$ cat src/rtl/alu_rr_scheduler.sv
// Round-robin arbiter that time-shares one combinational ALU among NUM_REQ requesters.
// Each granted operation returns on a shared response channel, tagged with the requester ID.
module alu_rr_scheduler #(
  parameter  int NUM_REQ = 4,
  localparam int ID_W    = $clog2(NUM_REQ)
) (
  input  logic                  clk,
  input  logic                  rst,
  input  logic [NUM_REQ-1:0]    req_valid,
  output logic [NUM_REQ-1:0]    req_ready,
  input  logic [NUM_REQ*32-1:0] req_inst,
  input  logic [NUM_REQ*32-1:0] req_a,
  input  logic [NUM_REQ*32-1:0] req_b,
  output logic [31:0]           alu_inst,
  output logic [31:0]           alu_a,
  output logic [31:0]           alu_b,
  input  logic [31:0]           alu_res,
  input  logic [2:0]            alu_flag,
  output logic                  rsp_valid,
  input  logic                  rsp_ready,
  output logic [ID_W-1:0]       rsp_id,
  output logic [31:0]           rsp_result,
  output logic [2:0]            rsp_flag,
  output logic                  busy,
  output logic [15:0]           op_count
);

  typedef enum logic [1:0] {IDLE, EXEC, RESP} state_t;

  state_t          state;
  logic [ID_W-1:0] rr_ptr;
  logic [ID_W-1:0] grant_id;
  logic            found;
  logic [ID_W-1:0] winner;

  function automatic logic [ID_W-1:0] wrap_idx(input logic [ID_W-1:0] base, input int off);
    int s;
    s = int'(base) + off;
    if (s >= NUM_REQ) s = s - NUM_REQ;
    return ID_W'(s);
  endfunction

  // Scan from rr_ptr upward with wrap; the first asserted valid wins.
  always_comb begin
    found  = 1'b0;
    winner = '0;
    for (int k = 0; k < NUM_REQ; k++) begin
      if (!found && req_valid[wrap_idx(rr_ptr, k)]) begin
        found  = 1'b1;
        winner = wrap_idx(rr_ptr, k);
      end
    end
  end

  assign req_ready = (state == IDLE && found) ? (NUM_REQ'(1) << winner) : '0;
  assign busy      = (state != IDLE);

  always_ff @(posedge clk) begin
    if (rst) begin
      state      <= IDLE;
      rr_ptr     <= '0;
      grant_id   <= '0;
      alu_inst   <= '0;
      alu_a      <= '0;
      alu_b      <= '0;
      rsp_valid  <= 1'b0;
      rsp_id     <= '0;
      rsp_result <= '0;
      rsp_flag   <= '0;
      op_count   <= '0;
    end else begin
      case (state)
        IDLE: begin
          if (found) begin
            alu_inst <= req_inst[32*winner +: 32];
            alu_a    <= req_a[32*winner +: 32];
            alu_b    <= req_b[32*winner +: 32];
            grant_id <= winner;
            state    <= EXEC;
          end
        end
        EXEC: begin
          rsp_result <= alu_res;
          rsp_flag   <= alu_flag;
          rsp_id     <= grant_id;
          rsp_valid  <= 1'b1;
          state      <= RESP;
        end
        RESP: begin
          // The pointer advances only once the response is consumed, so the next scan starts after the owner.
          if (rsp_ready) begin
            rsp_valid <= 1'b0;
            rr_ptr    <= wrap_idx(grant_id, 1);
            op_count  <= op_count + 16'd1;
            state     <= IDLE;
          end
        end
        default: state <= IDLE;
      endcase
    end
  end

endmodule

$ cat config.mk
export PLATFORM = sky130hd
export DESIGN_NAME = alu_rr_scheduler
export DESIGN_NICKNAME = d
export VERILOG_FILES = /design/src/rtl/alu_rr_scheduler.sv
export SDC_FILE = /design/constraint.sdc
export NUM_CORES = 1
export LEC_CHECK = 0
export ABC_AREA = 1
export CAP_MARGIN = 10
export CORE_AREA = 5 5 221 223
export DETAILED_ROUTE_END_ITERATION = 8
export DIE_AREA = 0 0 226 228
export DONT_BUFFER_PORTS = 1
export GPL_TIMING_DRIVEN = 0
export SLEW_MARGIN = 20
export SYNTH_ARGS = -nofsm -noshare
export SYNTH_HDL_FRONTEND = slang
export SYNTH_SLANG_ARGS = --single-unit
$ cat constraint.sdc
create_clock -name clk -period 2.1 [get_ports clk]
set_input_delay 0.21 -clock clk [delete_from_list [all_inputs] [get_ports clk]]
set_output_delay 0.21 -clock clk [all_outputs]
set_load 0.02 [all_outputs]
==> metrics, run 1 <==
Final period util=119%; Die H=228 µm; crit-path max FO=5; non-filler instance count after layout=2,745; outcome=finished, violations left; Worst-path clk slew=0.07 ns; Fin Setup TNS=-23.07 ns; initial antenna violation count=6; worst hold slack=0.0487 ns; crit path capture type=output port; largest net degree at the start of global routing=17; wire length per cell=21.5 µm; Yosys warning count=0; most frequent cells in the layout=inv_1 (502), nand3_1 (361), nand2_1 (314); CTS tree=yes; post-route ant nets=0; Fmax=0.399 GHz; Die W=226 µm; CP peak stage delay=0.37 ns; P&R area growth vs syn=38.5%; Max H-tree Level=4; FF+latch count, synth=156; violated checks=negative setup slack; Crit Path Category=register to output port; crit path DAT=2.30 ns; routability congestion estimate=0.958; DRC viols=0; Clock Latency Late Sink=0.48 ns; RSZ-0062 raised after global routing=true; Slew Limit Fails=0; Seq/Total Area, Yosys=27.9%; Worst slew margin=34.1%; VDD IR max=0.557 mV; Root Driver=clkbuf_16; CP Data Required Time=1.89 ns; vias in the first global route=12,300; Distinct cells, synth=29; Yosys top cell area share=27.9%; CTS Sinks=156; Util after Layout=33.5%; core box area=46,400 µm²; Crit-path slowest cell=dfxtp_4; Buffers on Ports=0; GRT overflow=0; Power per Cell Area=948 nW/µm²; dpl cells=2,609; Fin. Hold Viols=0; Period minus WS final=2.51 ns; # setup viols final=100; CTS buffer count=17; worst clock skew=0.00745 ns; classification of the worst-slack hold path=primary input to register; GRT Util Overall=21.0%; IO Pins=581; drt first-iter violations=948; first-pass GRT wire length=80.0 mm; initial core utilization=24.2%; commonest non-fill, non-tap cell in the layout=inv_1; share of post-route cells with drive strength above 1=21.9%; Leakage Power=8.66 nW; total number of vias=13,100; Worst setup SP type=register; Tightest Pin Transition=0.989 ns; worst path cell trace=buf_8 > nand2_4 > nand2_4 > nand2_2 > nand2_2 > nor2_4 > nand2_2 > buf_4 > or2_4 > nand3_4 > inv_6 > buf_12 > nand2_8 > nor2_4; Detail Placement HPWL=44.9 mm; worst setup margin=-0.409 ns; Syn Nets=2,429; nets@finish=2,548; Cell Rows=79; CP dominant cell by count=nand2_2; CP Buf/Inv Count=4; clock tree buffer depth=2; Synth Area per Inst=5.60 µm²; MaxCap Viol Count=0; largest area contributor in the netlist=dfxtp_1; DR vias/cell=4.77; cell family with most CP delay=simple AND/OR/NAND/NOR gates; cells after synthesis=2,002; Synth area leaders=dfxtp_1 (28%), nand3_1 (22%), inv_1 (17%); die area=51,500 µm²; DP Area=12,000 µm²; Post-Layout Inst Area=15,500 µm²; routed wire length=59.1 mm; synthesized area=11,200 µm²; Pre-antenna DRT Iters=5
logic make-up (layout without fill, tap and decap cells):
| logic type | after synthesis | count (layout) | share of synthesized area (%) |
|---|---|---|---|
| AND/OR/NAND/NOR | 1135 | 1135 | 45.9 |
| buffers and inverters | 638 | 770 | 22.8 |
| flip-flops | 156 | 156 | 27.9 |
| AO/OA/AOI/OAI | 70 | 70 | 3.19 |
| XOR/XNOR | 2 | 2 | 0.156 |
| adder cells (fa/ha/maj) | 1 | 1 | 0.112 |
| other | 0 | 4 | 0 |
state kept, by name, summed over array words and instances, names as in the netlist:
register,count
rsp_flag,3
alu_inst,32
rsp_id,2
rr_ptr,2
alu_a,32
op_count,16
grant_id,2
state,2
rsp_result,32
rsp_valid,1
alu_b,32
cells in the mapped netlist (all sizes together):
cell      n
or2       1
clkbuf   39
ha        1
dfxtp   156
inv     508
o21ai    49
nand3b    3
buf      91
nand4     2
o21a      1
a31oi     2
xor2      2
nor3      6
nand2   340
nor4      1
a21oi    17
nor3b     1
nand3   493
and3      1
a211oi    1
nor2    287
tightest hold or removal path: cells and delay by family:
kind	cells	cell delay [ns]
buffers and inverters	2	0.06
AND/OR/NAND/NOR	4	0.23
power breakdown:
group          switching [mW]  total [mW]  leakage, nW  internal [mW]
combinational            3.92        6.78         7.09           2.86
sequential               1.27        4.78         1.29           3.51
clock                    1.53        3.16        0.276           1.62
total                    6.73        14.7         8.66           7.99
routing by layer:
metal / track usage (%) / wire (µm)
met1: 25.6 / 24100
met2: 34.9 / 28300
met5: 0 / 21
met3: 6.04 / 4870
met4: 7.91 / 1860
timing repair:
action | in CTS | in global routing
hold buffers | 41 | 0
gates cloned | 3 | 15
hold endpoints to repair | 41 | 0
pin swaps | 25 | 100
buffers inserted | 23 | 22
resized for setup | 231 | 248
setup endpoints to repair | 102 | 107
final timing paths:
kind                                  start      endpoint  slack [ns]  depth (start not counted)
worst max-delay path              rr_ptr[0]  req_ready[2]       -0.41                         14
worst min-delay path              req_b[94]     alu_b[30]        0.05                          6
worst max register to register    rr_ptr[0]     alu_a[13]       -0.30                         19
worst min register to register  grant_id[1]     rsp_id[1]        0.50                          2
cell type report:
type                    instances  area [µm²]
flip-flops and latches        156        3140
fillers                      5100       30800
repair buffers                102        1310
clock buffers                  19         453
well taps                     607         759
inverters                     508        1930
multi-input cells            1208        6510
diodes                          4        10.0
plain buffers                 128        1300
clock inverters                13         121
stage by stage:
| step | total power, mW | setup slack (ns) |
|---|---|---|
| 6_report | 14.7 | -0.409 |
| 5_1_grt | 15.6 | -0.512 |
| 2_1_floorplan | 7.81 | 0.0498 |
| 3_5_place_dp | 9.56 | -1.02 |
| 4_1_cts | 13.7 | -0.479 |
| 3_3_place_gp | 9.54 | -1.00 |
Note: power is estimated with default switching activity, not from simulation.
==> inputs of run 2 (changes only) <==
MAX_ROUTING_LAYER = met4   (was default)
==> metrics, run 2 (synthesis gave the netlist of run 1 again) <==
Slew Limit Fails=0 (unchanged); Fin Setup TNS=-19.65 ns (+3.42 ns); first-pass GRT wire length=80.6 mm (+0.73%); Pre-antenna DRT Iters=5 (unchanged); CTS buffer count=17 (unchanged); violated checks=negative setup slack; Util after Layout=33.0% (-0.48 points); worst setup margin=-0.412 ns (-0.00306 ns); initial antenna violation count=8 (+2); drt first-iter violations=985 (+3.9%); Root Driver=clkbuf_16; outcome=finished, violations left; Leakage Power=8.56 nW (-1.1%); GRT Util Overall=21.6% (+0.68 points); Crit Path Category=register to output port; Tightest Pin Transition=1.01 ns (+0.0204 ns); wire length per cell=21.4 µm (-0.71%); commonest non-fill, non-tap cell in the layout=inv_1; classification of the worst-slack hold path=primary input to register; CTS Sinks=156 (unchanged); Power per Cell Area=954 nW/µm² (+0.61%); nets@finish=2,537 (-0.43%); # setup viols final=100 (unchanged); Cell Rows=79 (unchanged); Fin. Hold Viols=0 (unchanged); P&R area growth vs syn=36.6%; crit-path max FO=5 (unchanged); crit path capture type=output port; CP Data Required Time=1.89 ns (about the same); worst clock skew=0.00992 ns (+0.00247 ns); Worst setup SP type=register; DRC viols=0 (unchanged); initial core utilization=24.2% (unchanged); vias in the first global route=12,300 (-0.32%); Detail Placement HPWL=44.9 mm (about the same); total number of vias=13,200 (+0.41%); Worst-path clk slew=0.07 ns (about the same); Period minus WS final=2.51 ns (+0.00306 ns); Die W=226 µm (unchanged); GRT overflow=0 (unchanged); Worst slew margin=32.7% (-1.4 points); Final period util=120% (+0.15 points); VDD IR max=0.693 mV (+24%); routability congestion estimate=0.971 (+1.4%); post-route ant nets=0 (unchanged); crit path DAT=2.30 ns (about the same); worst hold slack=0.0585 ns (+0.00972 ns); CTS tree=yes; RSZ-0062 raised after global routing=true; Buffers on Ports=0 (unchanged); MaxCap Viol Count=0 (unchanged); clock tree buffer depth=2 (unchanged); routed wire length=58.5 mm (-1.0%); Fmax=0.398 GHz (-0.12%); IO Pins=581 (unchanged); core box area=46,400 µm² (unchanged); die area=51,500 µm² (unchanged); share of post-route cells with drive strength above 1=22.0% (about the same); Max H-tree Level=4 (unchanged); Die H=228 µm (unchanged); most frequent cells in the layout=inv_1 (503), nand3_1 (350), nand2_1 (316); DR vias/cell=4.81 (+0.71%); Clock Latency Late Sink=0.47 ns (about the same); largest net degree at the start of global routing=18 (+1)
==> run 2: changes by cell type in the layout (fill, tap and decap cells not counted), sizes merged <==
cell / previous run / this run
diode: 4 / 7
clkinvlp: 3 / 1
clkbuf: 73 / 68
buf: 135 / 128
bufbuf: 0 / 1
clkinv: 2 / 3
bufinv: 0 / 2
dlygate4sd3: 41 / 40
==> run 2: worst paths after layout <==
check	endpoint	from	slack, ns	cells past startpoint
min reg2reg	rsp_id[1]	grant_id[1]	0.50	2
max reg2reg	alu_inst[1]	rr_ptr[0]	-0.33	20
max	req_ready[1]	rr_ptr[0]	-0.41	13
min	alu_a[10]	req_a[74]	0.06	6
==> run 2: worst max-delay path: stages, from the launching register on <==
cell     delay, ns
dfxtp_4       0.39
buf_8         0.14
nand2_2       0.07
nand2_4       0.08
nand2_1       0.06
nand2_2       0.08
nor2_4        0.05
nand3_1       0.08
nand2_2       0.07
nor2_4        0.22
inv_8         0.06
buf_8         0.12
buf_12        0.13
nor3_4        0.29
==> run 2: through the flow <==
stage          power (mW)  worst slack [ns]  instances  area [µm²]
6_report             14.6            -0.412       2737       15300
5_1_grt              15.5            -0.535       2737       15300
4_1_cts              13.8            -0.468       2705       13900
3_5_place_dp         9.56             -1.02       2609       12000
3_3_place_gp         9.55             -1.10       2609       12000
2_1_floorplan        7.81            0.0498       2002       11200
==> run 2: area by class of cell <==
class                      instances  area (µm²)
sequential                       156        3140
inverter                         508        1920
tap                              607         759
buffer                           129        1220
timing repair buffer              90        1100
clock buffer                      18         439
multi-input combinational       1208        6510
antenna                            7        17.5
fill                            5151       31100
clock inverter                    14         189
==> run 2: timing repair <==
action	in CTS	in global routing
pin swaps	20	110
resized for setup	194	258
hold endpoints to repair	40	0
gates cloned	3	10
hold buffers	40	0
setup buffers	21	16
setup endpoints to repair	103	109
==> run 2: where the power goes <==
| part | total (mW) | internal, mW | switching [mW] |
|---|---|---|---|
| Combinational | 6.44 | 2.61 | 3.83 |
| Sequential | 4.77 | 3.51 | 1.26 |
| Clock | 3.39 | 1.85 | 1.54 |
| Total | 14.6 | 7.97 | 6.63 |
==> run 2: layer usage <==
metal	wire length [µm]	up-vias	share of wire, %	global-route usage, %
li1	-	6245	-	-
met1	24000	6103	41	26.4
met2	27800	714	48	35.2
met3	4950	97	8.5	5.42
met4	1710	0	2.9	6.79
met5	0	-	0	-
